**src/rtl/xor_nibble_sequencer.sv**
```systemverilog
// Nibble-serial controller for a shared 4-bit XOR slice.
// Walks WIDTH-bit operands LSB nibble first and reports a zero flag.
module xor_nibble_sequencer #(
    parameter int WIDTH = 8
) (
    input  logic             clk,
    input  logic             rst_n,
    input  logic             req,
    input  logic [1:0]       op,
    input  logic [WIDTH-1:0] a,
    input  logic [WIDTH-1:0] b,
    output logic             busy,
    output logic             ack,
    output logic [WIDTH-1:0] y,
    output logic             zero,
    output logic [3:0]       xa,
    output logic [3:0]       xb,
    input  logic [3:0]       xy
);

    localparam int NIB = WIDTH / 4;
    localparam int IW  = (NIB > 1) ? $clog2(NIB) : 1;

    localparam logic [1:0] OP_XOR  = 2'b00;
    localparam logic [1:0] OP_INV  = 2'b01;
    localparam logic [1:0] OP_CMP  = 2'b10;
    localparam logic [1:0] OP_PASS = 2'b11;

    typedef enum logic [1:0] {
        S_IDLE = 2'b00,
        S_RUN  = 2'b01,
        S_DONE = 2'b10
    } state_e;

    state_e           state_q, state_d;
    logic [IW-1:0]    idx_q, idx_d;
    logic [WIDTH-1:0] a_q, a_d;
    logic [WIDTH-1:0] b_q, b_d;
    logic [1:0]       op_q, op_d;
    logic [WIDTH-1:0] res_q, res_d;
    logic [3:0]       acc_q, acc_d;
    logic [WIDTH-1:0] y_q, y_d;
    logic             zero_q, zero_d;

    logic [3:0]       a_nib;
    logic [3:0]       b_nib;
    logic [WIDTH-1:0] res_nxt;
    logic             last;

    always_ff @(posedge clk or negedge rst_n) begin
        if (!rst_n) begin
            state_q <= S_IDLE;
            idx_q   <= '0;
            a_q     <= '0;
            b_q     <= '0;
            op_q    <= OP_XOR;
            res_q   <= '0;
            acc_q   <= '0;
            y_q     <= '0;
            zero_q  <= 1'b0;
        end else begin
            state_q <= state_d;
            idx_q   <= idx_d;
            a_q     <= a_d;
            b_q     <= b_d;
            op_q    <= op_d;
            res_q   <= res_d;
            acc_q   <= acc_d;
            y_q     <= y_d;
            zero_q  <= zero_d;
        end
    end

    // Nibble select and shadow-result merge; xy only matters in RUN.
    always_comb begin
        a_nib   = '0;
        b_nib   = '0;
        res_nxt = res_q;
        for (int i = 0; i < NIB; i++) begin
            if (idx_q == IW'(i)) begin
                a_nib = a_q[4*i +: 4];
                b_nib = b_q[4*i +: 4];
                res_nxt[4*i +: 4] = xy;
            end
        end
    end

    assign last = (idx_q == IW'(NIB - 1));

    always_comb begin
        state_d = state_q;
        idx_d   = idx_q;
        a_d     = a_q;
        b_d     = b_q;
        op_d    = op_q;
        res_d   = res_q;
        acc_d   = acc_q;
        y_d     = y_q;
        zero_d  = zero_q;
        xa      = 4'h0;
        xb      = 4'h0;
        unique case (state_q)
            S_IDLE, S_DONE: begin
                if (req) begin
                    a_d     = a;
                    b_d     = b;
                    op_d    = op;
                    idx_d   = '0;
                    acc_d   = 4'h0;
                    state_d = S_RUN;
                end else begin
                    state_d = S_IDLE;
                end
            end
            S_RUN: begin
                xa = a_nib;
                unique case (op_q)
                    OP_INV:  xb = 4'hF;
                    OP_PASS: xb = 4'h0;
                    default: xb = b_nib;
                endcase
                res_d = res_nxt;
                acc_d = acc_q | xy;
                idx_d = idx_q + IW'(1);
                if (last) begin
                    idx_d   = '0;
                    state_d = S_DONE;
                    zero_d  = ~|(acc_q | xy);
                    if (op_q != OP_CMP) begin
                        y_d = res_nxt;
                    end
                end
            end
            default: state_d = S_IDLE;
        endcase
    end

    assign busy = (state_q == S_RUN);
    assign ack  = (state_q == S_DONE);
    assign y    = y_q;
    assign zero = zero_q;

endmodule

```
**config.mk**
```make
export PLATFORM = sky130hd
export DESIGN_NAME = xor_nibble_sequencer
export DESIGN_NICKNAME = d
export VERILOG_FILES = /design/src/rtl/xor_nibble_sequencer.sv
export SDC_FILE = /design/constraint.sdc
export NUM_CORES = 1
export LEC_CHECK = 0
export CORE_MARGIN = 3
export CORE_UTILIZATION = 44
export CTS_BUF_LIST = sky130_fd_sc_hd__clkbuf_4 sky130_fd_sc_hd__clkbuf_8
export CTS_CLUSTER_DIAMETER = 30
export DETAILED_ROUTE_END_ITERATION = 10
export PLACE_DENSITY = 0.77
export SLEW_MARGIN = 15
export SYNTH_ARGS = -nofsm -noshare
export SYNTH_HDL_FRONTEND = slang
export SYNTH_SLANG_ARGS = --single-unit
export TNS_END_PERCENT = 5
```
**constraint.sdc**
```tcl
create_clock -name clk -period 1.4 [get_ports clk]
set_clock_uncertainty 0.05 [all_clocks]
set_input_delay 0.28 -clock clk [delete_from_list [all_inputs] [get_ports clk]]
set_output_delay 0.28 -clock clk [all_outputs]
set_load 0.01 [all_outputs]
```
* Word-level counts from Yosys, hierarchy flattened
Index checks and enable logic that the tools add are counted.
** Word-level totals
- Flip-flop bits (word level) :: 42
- Latch bits :: 0
- RAM bits :: 0
- Memory bits (read-only) :: 0
- Bits of input ports :: 25
- Output and inout port bits :: 19
- Word-level logic and storage cells :: 42
- Memories :: 0
** Cells by class
- Add/sub/neg operators :: 1
- Multipliers :: 0
- Div/mod/pow operators :: 0
- $lt $le $gt $ge :: 0
- Equal/unequal tests :: 7
- Shift operators :: 0
- Muxes and demuxes :: 15
- Bitwise operators :: 1
- Reduce and logical (&&, ||, !) cells :: 9
** Operators with widths (number)
- 4-bit 2-to-1 mux :: 7
- 4-bit case mux with 2 select lines :: 2
- 2-bit AND reduction :: 3
- 2-bit by 1-bit == test with 1-bit output (second input constant) :: 2
- 2-bit == test (second input constant) :: 2
- 2-bit != test (second input constant) :: 2
- 4-bit OR :: 1
- 2-bit case mux with 2 select lines :: 1
- 4-bit OR reduction :: 1
- 1-bit 2-to-1 mux :: 3
- 3-bit AND reduction :: 1
- 2-bit zero test :: 1
- 2-bit 2-to-1 mux :: 1
- 2-bit by 1-bit != test with 1-bit output (second input constant) :: 1
- 1-bit case mux with 2 select lines :: 1
- 2-bit nonzero test :: 1
- 2-bit OR reduction :: 1
- 1-bit adder (second input constant) :: 1
- 1-bit zero test :: 1

* Longest topological paths before layout
- Word-level depth :: 4
- Mapped depth :: 5
- Depth with buffers taken out :: 3

* Least setup slack after synthesis
No wires, ideal clock.
- Path kind :: reg2out
- Start :: register state_q[0]
- End :: output xa[0]
- Arrival :: 1210 ps
- Data required time :: 1070 ps
- Slack :: -140 ps
- Stages on the path, launching flop included :: 6
- Buffers on the path :: 2
- Cell sequence :: dfrtp_1 and2b_1 buf_6 nor2b_4 buf_6 a22o_1
** Between the ends
- Longest elaborated chain between the ends :: 2
** RTL lines
- start, declared :: line 35 : state_e state_q, state_d;
- start signal, assigned :: line 62 : state_q <= state_d;
- 2-bit by 1-bit == test with 1-bit output
- via busy :: line 12 : output logic busy,
- 4-bit 2-to-1 mux :: line 102 : unique case (state_q)
- end, declared :: line 16 : output logic [3:0] xa,
The timed path passes the listed nets, and every way through them passes these cells.

* Final worst setup path
- Start :: register state_q[0]
- End :: output xa[2]
** Between the ends
- Longest elaborated chain between the ends :: 2
** RTL lines (line)
- 2-bit by 1-bit == test with 1-bit output :: 102
- 4-bit 2-to-1 mux :: 102
No other way between the ends.

==> flow_summary.json <==
{
  "num_vias": 1079,
  "globalplace.congestion": 0.744,
  "maxSlewViolCount": 0,
  "die_h_microns": 66.4,
  "multi_input_area_sq_um": 623,
  "fin_util_pct": 66.4,
  "cp_max_fo": 4,
  "leakagePower_nw": 1.06,
  "cap_violations": 0,
  "rows": 21,
  "antenna_cells": 0,
  "port-buffer-count": 43,
  "cts_tree": "built",
  "critPathSlowestCell": "dfrtp_1",
  "drt_iter0_drc": 17,
  "finalWorstSetupSlack_ns": -0.419,
  "fin_nets": 202,
  "synth_area_sq_um": 1600,
  "crit_arrival_ns": 1.49,
  "pin_count": 44,
  "violations": "setup timing",
  "grt_setup_unrepaired": "yes",
  "routed_wl_microns": 3200,
  "crit_chain": "and2b_1 -> nor2b_4 -> buf_6 -> a22o_1 -> buf_2",
  "tightest_slew_ns": 0.405,
  "clock-sinks": 38,
  "initial_utilization_pct": 47.0,
  "finalHoldViolCount": 0,
  "slowest_delay_ns": 0.40,
  "peakVddDrop_mv": 1.38,
  "antenna_left": 0,
  "drc_errors": 0,
  "ctsRootBufferMaster": "clkbuf_4",
  "ys_warn_count": 0,
  "post_drt_via_cell_ratio": 4.82,
  "grt_pass1_wl_microns": 5260,
  "clk_pin_slew_ns": 0.11,
  "cts_buffers": 5,
  "syn_nets": 138,
  "yosys-top-cells-area": "dfrtp_1 59%, mux2_2 17%, mux2_4 3.7%",
  "maxSlewHeadroom_pct": 73.0,
  "status": "finished with violations",
  "die_area_sq_um": 4410,
  "avgSynthCellArea_sq_um": 14.2,
  "dr.pass1.iters": 3,
  "die_w_microns": 66.4,
  "netlist.area_leader.share_pct": 59.3,
  "fillCellCount": 270,
  "grt.overflow.total": 0,
  "endpoint_kind": "output port",
  "fin_setup_tns_ns": -5.39,
  "setup_viol": 22,
  "power_density_nw_per_um2": 2200,
  "drive_gt1_share_pct": 42.1,
  "fin_area_sq_um": 2270,
  "routedWlPerCell_microns": 14.3,
  "syn2layout_area_growth_pct": 41.3,
  "clk_latency_ns": 0.33,
  "core_sq_um": 3420,
  "synth.distinct_cells": 22,
  "antenna_found_initial": 0,
  "seqCellArea_sq_um": 952,
  "cts_max_path_buffers": 2,
  "worstPathRequired_ns": 1.07,
  "place_area_sq_um": 2180,
  "hold_ws_ns": 0.346,
  "max_freq_ghz": 0.550,
  "grt_max_degree": 23,
  "worst-setup-path-type": "reg -> out",
  "syn-instance-count": 113,
  "fin_crit_sh_pct": 130,
  "critPathLaunchType": "flip-flop",
  "first_global_vias": 1176,
  "hold_path.class": "in -> async",
  "synth-seq-area-share_pct": 59.3,
  "grt_util_all_layers_pct": 16.1,
  "finalCriticalPeriod_ns": 1.82,
  "ys_ff_latch": 38,
  "dp_slack_ns": -0.443,
  "hpwlAfterDp_microns": 2430,
  "synth_largest_area_cell": "dfrtp_1",
  "htreeDepth": 2
}
cell families after synthesis:
kind of cell    synth area share [%]
compound gates                  6.79
buf+inv                         3.28
flops                           59.3
mux                             23.8
simple gates                    6.86
critical path, delay by kind of cell, from the launching register on:
family,cells,cell delay [ns]
DFF,1,0.40
and+or+nand+nor,2,0.32
buffers and inverters,2,0.25
AOI/OAI and AO/OA,1,0.19
sequential cells by signal, summed over array words and instances (netlist names):
| name | flops |
|---|---|
| a_q | 8 |
| acc_q | 4 |
| b_q | 8 |
| idx_q | 1 |
| op_q | 2 |
| res_q | 4 |
| state_q | 2 |
| y | 8 |
| zero | 1 |
cells in the mapped netlist:
master,number
dfrtp_1,38
mux2_2,24
a21oi_1,8
nand2_1,5
nor2_1,5
a22o_1,4
mux2_4,4
mux2i_1,4
buf_2,3
buf_6,2
inv_1,2
nor2b_1,2
nor4_1,2
o21ai_0,2
a21o_1,1
a21oi_4,1
and2b_1,1
buf_4,1
mux2_1,1
nand3b_4,1
nor2b_4,1
or2_1,1
report_power, final:
part	switching, mW	internal [mW]	total [mW]
sequential	0.273	1.64	1.92
clock	0.336	0.263	0.599
combinational	1.05	1.42	2.47
total	1.66	3.32	4.99
placed cells by master, fill, tap and decap left out, drive strengths merged:
cell type,Yosys,final
a21oi,9,9
clkbuf,0,7
buf,6,30
mux2,29,29
dlygate4sd3,0,1
dfrtp,38,38
a21o,1,1
nor2b,3,3
nor4,2,2
nand3b,1,1
or2,1,1
mux2i,4,4
and2b,1,1
nor2,5,5
a22o,4,4
nand2,5,5
clkinv,0,1
dlygate4sd2,0,9
inv,2,2
o21ai,2,2
clkdlybuf4s50,0,23
per-layer routing:
metal  track usage (%)  routed length (microns)
met5                 0                        0
met4              5.33                       32
met3              4.76                      144
met2              29.0                     1740
met1              18.1                     1280
metrics by stage:
stage / total power [mW] / std cells
after floorplan: 3.34 / 113
after global placement: 4.36 / 211
after detailed placement: 4.46 / 211
after CTS: 4.95 / 224
after global routing: 5.35 / 224
final: 4.99 / 224
area by class of cell:
type,instances,share of cell area [%]
Multi-Input combinational cell,67,27.5
Clock inverter,1,0.221
Inverter,2,0.331
Sequential cell,38,42.0
Timing Repair Buffer,63,24.8
Clock buffer,7,2.59
Tap cell,46,2.54
repair_timing:
item / 4_1_cts / 5_1_grt
gates resized for setup: 55 / 7
setup buffers: 4 / 0
hold buffers: 1 / 0
pin swaps: 5 / 3
hold endpoints to repair: 16 / 0
setup endpoints to repair: 31 / 39
worst paths after layout:
| kind | cells after the start | slack (ns) | endpoint | start |
|---|---|---|---|---|
| min in group clk | 2 | 0.45 | zero | zero |
| hold reg to reg | 2 | 0.45 | zero | zero |
| hold / removal | 2 | 0.35 | b_q[6] | rst_n |
| setup / recovery | 5 | -0.42 | xa[2] | state_q[0] |
| max in group asynchronous | 3 | 0.50 | idx_q | rst_n |
| setup reg to reg | 5 | -0.22 | y[4] | state_q[1] |
(Power assumes the default switching activity.)
